**src/rtl/cdec8_pkg.sv**
```systemverilog
// Shared types and constants for the result-dump block: FSM states,
// per-location character positions, ASCII constants and the nibble-to-hex helper.
package cdec8_pkg;

  typedef enum logic [2:0] {
    IDLE,
    FETCH,
    CAPTURE,
    SEND,
    DONE
  } state_e;

  // Position inside the character stream of one location (plus trailer and drain).
  typedef enum logic [2:0] {
    POS_HI,
    POS_LO,
    POS_SP,
    POS_CR,
    POS_LF,
    POS_DRAIN
  } pos_e;

  localparam logic [7:0] ASCII_SPACE = 8'h20;
  localparam logic [7:0] ASCII_CR    = 8'h0D;
  localparam logic [7:0] ASCII_LF    = 8'h0A;
  localparam logic [7:0] ASCII_0     = 8'h30;
  localparam logic [7:0] ASCII_A     = 8'h41;

  function automatic logic [7:0] hex_ascii(input logic [3:0] n);
    return (n < 4'd10) ? (ASCII_0 + {4'd0, n}) : (ASCII_A + {4'd0, n} - 8'd10);
  endfunction

endpackage

```
**src/rtl/cdec8_uart_tx.sv**
```systemverilog
// 8N1 UART transmitter; a character is accepted on start only while ready=1.
// Registered tx output, down-counting bit timer reloaded with BIT_TICKS-1.
module cdec8_uart_tx #(
  parameter int BIT_TICKS = 434
) (
  input  logic       clock,
  input  logic       reset,
  input  logic       start,
  input  logic [7:0] data,
  output logic       tx,
  output logic       ready
);

  localparam int CW = (BIT_TICKS > 1) ? $clog2(BIT_TICKS) : 1;
  localparam logic [CW-1:0] TICK_LOAD = CW'(BIT_TICKS - 1);

  logic          active_q, active_d;
  logic          tx_q, tx_d;
  logic [7:0]    shift_q, shift_d;
  logic [3:0]    bit_q, bit_d;
  logic [CW-1:0] baud_q, baud_d;

  // bit_q counts the bits still to follow the one on the line: 9 = start bit, 0 = stop bit.
  always_comb begin
    active_d = active_q;
    tx_d     = tx_q;
    shift_d  = shift_q;
    bit_d    = bit_q;
    baud_d   = baud_q;
    if (!active_q) begin
      if (start) begin
        active_d = 1'b1;
        tx_d     = 1'b0;
        shift_d  = data;
        bit_d    = 4'd9;
        baud_d   = TICK_LOAD;
      end
    end else if (baud_q != '0) begin
      baud_d = baud_q - 1'b1;
    end else if (bit_q == 4'd0) begin
      active_d = 1'b0;
      tx_d     = 1'b1;
    end else begin
      tx_d    = shift_q[0];
      shift_d = {1'b1, shift_q[7:1]};
      bit_d   = bit_q - 4'd1;
      baud_d  = TICK_LOAD;
    end
  end

  always_ff @(posedge clock) begin
    if (reset) begin
      active_q <= 1'b0;
      tx_q     <= 1'b1;
      shift_q  <= '0;
      bit_q    <= '0;
      baud_q   <= '0;
    end else begin
      active_q <= active_d;
      tx_q     <= tx_d;
      shift_q  <= shift_d;
      bit_q    <= bit_d;
      baud_q   <= baud_d;
    end
  end

  assign tx    = tx_q;
  assign ready = !active_q;

endmodule

```
**src/rtl/cdec8_res_dump.sv**
```systemverilog
// Dumps core result memory over UART once per endseq assertion.
// RES_DUMP_HEX_EN selects ASCII hex ("HH " per location, CR LF trailer); default is raw bytes.
module cdec8_res_dump
  import cdec8_pkg::*;
#(
  parameter int CLK_HZ   = 50000000,
  parameter int BAUD     = 115200,
  parameter int DUMP_LEN = 16
) (
  input  logic       clock,
  input  logic       reset,
  input  logic       endseq,
  output logic [7:0] resad,
  input  logic [7:0] resdt,
  output logic       tx,
  output logic       busy,
  output logic       done
);

  localparam int BIT_TICKS = CLK_HZ / BAUD;
  // 9-bit index so DUMP_LEN=256 compares against 255 without wrapping.
  localparam logic [8:0] LAST_IDX = 9'(DUMP_LEN - 1);

  state_e     state_q, state_d;
  pos_e       pos_q, pos_d;
  logic [8:0] idx_q, idx_d;
  logic [7:0] resad_q, resad_d;
  logic [7:0] byte_q, byte_d;
  logic       tx_start, tx_ready;
  logic [7:0] chr;

  always_comb begin
    state_d  = state_q;
    pos_d    = pos_q;
    idx_d    = idx_q;
    resad_d  = resad_q;
    byte_d   = byte_q;
    tx_start = 1'b0;
    chr      = byte_q;
    case (state_q)
      IDLE: begin
        if (endseq) begin
          state_d = FETCH;
          idx_d   = '0;
          resad_d = '0;
          pos_d   = POS_HI;
        end
      end
      FETCH:   state_d = CAPTURE;
      CAPTURE: begin
        byte_d  = resdt;
        state_d = SEND;
      end
      SEND: begin
`ifdef RES_DUMP_HEX_EN
        case (pos_q)
          POS_HI:  chr = hex_ascii(byte_q[7:4]);
          POS_LO:  chr = hex_ascii(byte_q[3:0]);
          POS_CR:  chr = ASCII_CR;
          POS_LF:  chr = ASCII_LF;
          default: chr = ASCII_SPACE;
        endcase
`endif
        if (pos_q == POS_DRAIN) begin
          if (tx_ready) state_d = DONE;
        end else if (tx_ready) begin
          tx_start = 1'b1;
`ifdef RES_DUMP_HEX_EN
          case (pos_q)
            POS_HI: pos_d = POS_LO;
            POS_LO: pos_d = POS_SP;
            POS_SP: begin
              if (idx_q == LAST_IDX) begin
                pos_d = POS_CR;
              end else begin
                idx_d   = idx_q + 9'd1;
                resad_d = idx_d[7:0];
                pos_d   = POS_HI;
                state_d = FETCH;
              end
            end
            POS_CR:  pos_d = POS_LF;
            default: pos_d = POS_DRAIN;
          endcase
`else
          if (idx_q == LAST_IDX) begin
            pos_d = POS_DRAIN;
          end else begin
            idx_d   = idx_q + 9'd1;
            resad_d = idx_d[7:0];
            state_d = FETCH;
          end
`endif
        end
      end
      DONE:    if (!endseq) state_d = IDLE;
      default: state_d = IDLE;
    endcase
  end

  always_ff @(posedge clock) begin
    if (reset) begin
      state_q <= IDLE;
      pos_q   <= POS_HI;
      idx_q   <= '0;
      resad_q <= '0;
      byte_q  <= '0;
    end else begin
      state_q <= state_d;
      pos_q   <= pos_d;
      idx_q   <= idx_d;
      resad_q <= resad_d;
      byte_q  <= byte_d;
    end
  end

  cdec8_uart_tx #(.BIT_TICKS(BIT_TICKS)) u_uart (
    .clock (clock),
    .reset (reset),
    .start (tx_start),
    .data  (chr),
    .tx    (tx),
    .ready (tx_ready)
  );

  // busy falls the moment the final stop bit ends, one cycle before DONE is entered.
  assign busy  = ((state_q == FETCH) || (state_q == CAPTURE) || (state_q == SEND)) &&
                 !((state_q == SEND) && (pos_q == POS_DRAIN) && tx_ready);
  assign done  = (state_q == DONE);
  assign resad = resad_q;

endmodule

```
**config.mk**
```make
export PLATFORM = sky130hd
export DESIGN_NAME = cdec8_res_dump
export DESIGN_NICKNAME = d
export VERILOG_FILES = /design/src/rtl/cdec8_pkg.sv /design/src/rtl/cdec8_uart_tx.sv /design/src/rtl/cdec8_res_dump.sv
export SDC_FILE = /design/constraint.sdc
export NUM_CORES = 1
export LEC_CHECK = 0
export ABC_AREA = 0
export CAP_MARGIN = 25
export CORE_UTILIZATION = 55
export CTS_CLUSTER_DIAMETER = 30
export DETAILED_ROUTE_END_ITERATION = 10
export PLACE_DENSITY = 0.76
export RECOVER_POWER = 25
export SYNTH_ARGS = -nofsm -noshare
export SYNTH_HDL_FRONTEND = slang
export SYNTH_HIERARCHICAL = 1
export SYNTH_SLANG_ARGS = --single-unit
```
**constraint.sdc**
```tcl
create_clock -name clock -period 2.89 [get_ports clock]
set_clock_uncertainty 0.1 [all_clocks]
set_input_delay 0.578 -clock clock [delete_from_list [all_inputs] [get_ports clock]]
set_output_delay 0.578 -clock clock [all_outputs]
set_load 0.03 [all_outputs]
```
==> metrics.md <==
| Metric | Value |
|---|---|
| Run status | complete, no violations |
| Post-Route WL | 4.57 mm |
| FF-to-FF setup slack | 0.42 ns |
| CP Capture Type | output port |
| Fin nets | 287 |
| Worst Max-Slew Pin Slew | 0.793 ns |
| Final worst path period share | 86.8% |
| Hold buffers post-CTS | 0 |
| RSZ-0062 raised after global routing | false |
| Worst Hold Depth | 2 |
| R2r endpoint | u_uart/bit_q[3]$_SDFFE_PP0P_ |
| CTS tree | built |
| Max-cap violations | 0 |
| Clock latency on the worst-skew pair | 0.30 ns |
| Commonest non-fill, non-tap cells in the layout | dfxtp_1 (44), a21oi_1 (26), nor2_1 (24), clkdlybuf4s50_1 (19) |
| Final setup viols | 0 |
| Filler Cells Inserted | 350 |
| Detailed Route Iter0 Violations | 94 |
| Syn. warnings | 6 |
| Largest net degree at the start of global routing | 20 |
| Reg-to-Reg Start | u_uart/baud_q[0]$_SDFFE_PP0P_ |
| Die height | 66.3 µm |
| Fmax | 399 MHz |
| Share of post-route cells with drive strength above 1 | 8.79% |
| Distinct cell type count after synthesis | 56 |
| Global-route wire length before repair | 7.85 mm |
| Die Area | 4400 µm² |
| Worst slew margin | 47.1% |
| Total nets after synthesis | 273 |
| Post-Syn Area per Cell | 8.82 µm² |
| Placeable Area | 3970 µm² |
| Min cycle time layout | 2.51 ns |
| Post-synth EDFFs | 0 |
| Diode count | 0 |
| Routed vias | 1983 |
| End of the worst hold path | u_uart/shift_q[7]$_SDFFE_PP0P_ |
| Cell Area, Synth | 2270 µm² |
| CTS sink cnt | 44 |
| Register area share after synthesis | 38.7% |
| Setup Buffers After CTS | 0 |
| P&R area growth vs syn | 13.5% |
| Via/cell ratio | 6.14 |
| Die Wd | 66.3 µm |
| Pwr Density | 520 nW/µm² |
| Peak VDD IR | 0.000419 V |
| WS Path Type | flop to output port |
| Post-CTS resize count | 0 |
| Cell leakage power | 0.000886 µW |
| 1st-pass router iterations | 4 |
| Max Transition Viols Final | 0 |
| Final Hold Vio Count | 0 |
| Vias in the first global route | 1727 |
| Clock slew at reported path FFs | 0.09 ns |
| Initial antenna violation count | 0 |
| WL/cell | 14.1 µm |
| Grt total ovfl | 0 |
| Mapped Cells | 258 |
| Max clock buf depth | 2 |
| Clk root buf | clkbuf_8 |
| Initial core utilization | 57.3% |
| Area post-placement | 2480 µm² |
| R2R depth | 6 |
| Setup TNS | 0 ns |
| Main synth FF type | dfxtp_1 |
| Htree depth | 2 |
| Hold_sp | byte_q[7]$_SDFFE_PP0P_ |
| Finished Cell Area | 2580 µm² |
| FF+latch count, synth | 44 |
| Most common cell after layout, fill and taps aside | dfxtp_1 |
| Critical Path RT | 2.21 ns |
| Post-synth ARST share | 0% |
| Detail Placement HPWL | 3.13 mm |
| GRT Overall Usage | 23.6% |
| Setup crit start kind | flop |
| Cts bufs inserted | 5 |
| Crit-path max FO | 9 |
| Row count | 23 |
| Detail Route Antenna Nets | 0 |
| Post-route DRC | 0 |
| PortBufs | 21 |
| I/O Pins | 22 |
| Tot Pwr | 1340 µW |
| Worst Hold Class | flop to flop |
| Worst Path Arrival | 1.83 ns |
| Final Wtd Congestion | 0.863 |
-- where the power goes --
group          switching [µW]  total [µW]  internal, µW
logic                     113         203          90.5
clock network             221         481           260
registers                24.7         659           635
-- synthesized netlist by cell type (all sizes together) (2+ instances only) --
master   instances  share of area, %
nor3b            3              0.99
nand2b           3              0.83
nand3b           3              0.99
inv              8               1.3
mux2i           15               6.6
a31oi            4               1.1
nor4             6               1.7
o21ai            8               1.8
a211oi          15               5.0
clkbuf           6              0.99
o31ai            3              0.99
a21o             4               1.3
a2111oi          2              0.77
o41ai            2              0.77
nor2            25               4.2
a21oi           26               5.7
a221oi           2              0.77
or4              6               2.5
dfxtp           44                39
nand4            3              0.83
ha               4               2.2
buf             17               5.0
or3              4               1.1
and2             3              0.83
xnor2            2              0.77
nor3             4               1.1
and3             2              0.55
nand3            5               1.1
nand2            6              0.99
a311oi           4               1.5
-- kinds of logic (layout without fill, tap and decap cells) --
logic type	Yosys count	count (layout)	synth area share, %
adder cells (fa/ha/maj)	4	4	2.20
flip-flops	44	44	38.7
AO/OA/AOI/OAI	79	79	23.0
AND/OR/NAND/NOR	81	81	20.7
XOR/XNOR	2	2	0.770
buffers and inverters	32	47	7.43
multiplexers	16	16	7.10
-- per-stage QoR --
stage                     hold WS [ns]  setup WS, ns  std cells  utilization (%)
after floorplan                  0.360         0.662        258                -
after global placement           0.375         0.377        315             62.4
after detailed placement         0.387         0.368        315             62.4
after CTS                        0.397         0.372        323             65.3
after global routing             0.433         0.268        323             65.0
final                            0.399         0.381        323             65.0
-- worst max-delay path: stages, from the launching register on --
cell             delay, ns
dfxtp_1               0.31
buf_4                 0.16
nor2_1                0.21
and2_1                0.18
clkdlybuf4s50_1       0.67
-- how the worst max path moves through the flow --
| stage | startpoint | to | slack [ns] |
|---|---|---|---|
| global placement | endseq | idx_q[6]$_SDFFE_PP0P_ | 0.38 |
| global route | state_q[0]$_SDFFE_PP0P_ | u_uart/shift_q[6]$_SDFFE_PP0P_ | 0.27 |
| floorplan | u_uart/active_q$_SDFF_PP0_ | busy | 0.66 |
| detailed placement | endseq | idx_q[6]$_SDFFE_PP0P_ | 0.37 |
| CTS | state_q[1]$_SDFFE_PP0P_ | done | 0.37 |
| finish | state_q[1]$_SDFFE_PP0P_ | done | 0.38 |
-- routing by layer --
| metal | wire length, µm | GRT usage [%] |
|---|---|---|
| met3 | 208 | 6.03 |
| met4 | 70 | 9.04 |
| met2 | 1990 | 34.6 |
| met5 | 0 | 0 |
| met1 | 2300 | 32.8 |
-- flip-flops by register name, summed over array words and instances, names as in the netlist --
signal,count
u_uart/bit_q,4
u_uart/shift_q,8
u_uart/tx,1
u_uart/active_q,1
idx_q,9
pos_q,1
u_uart/baud_q,9
state_q,3
byte_q,8
-- cell type report --
cell class	count	area (µm²)	share of cell area, %
Clock buffer	5	68.8	2.67
Clock inverter	3	47.5	1.84
Inverter	9	33.8	1.31
Multi-Input combinational cell	182	1220	47.3
Sequential cell	44	881	34.1
Tap cell	50	62.6	2.42
Timing Repair Buffer	30	268	10.4
Power figures use the tool's default switching activity.
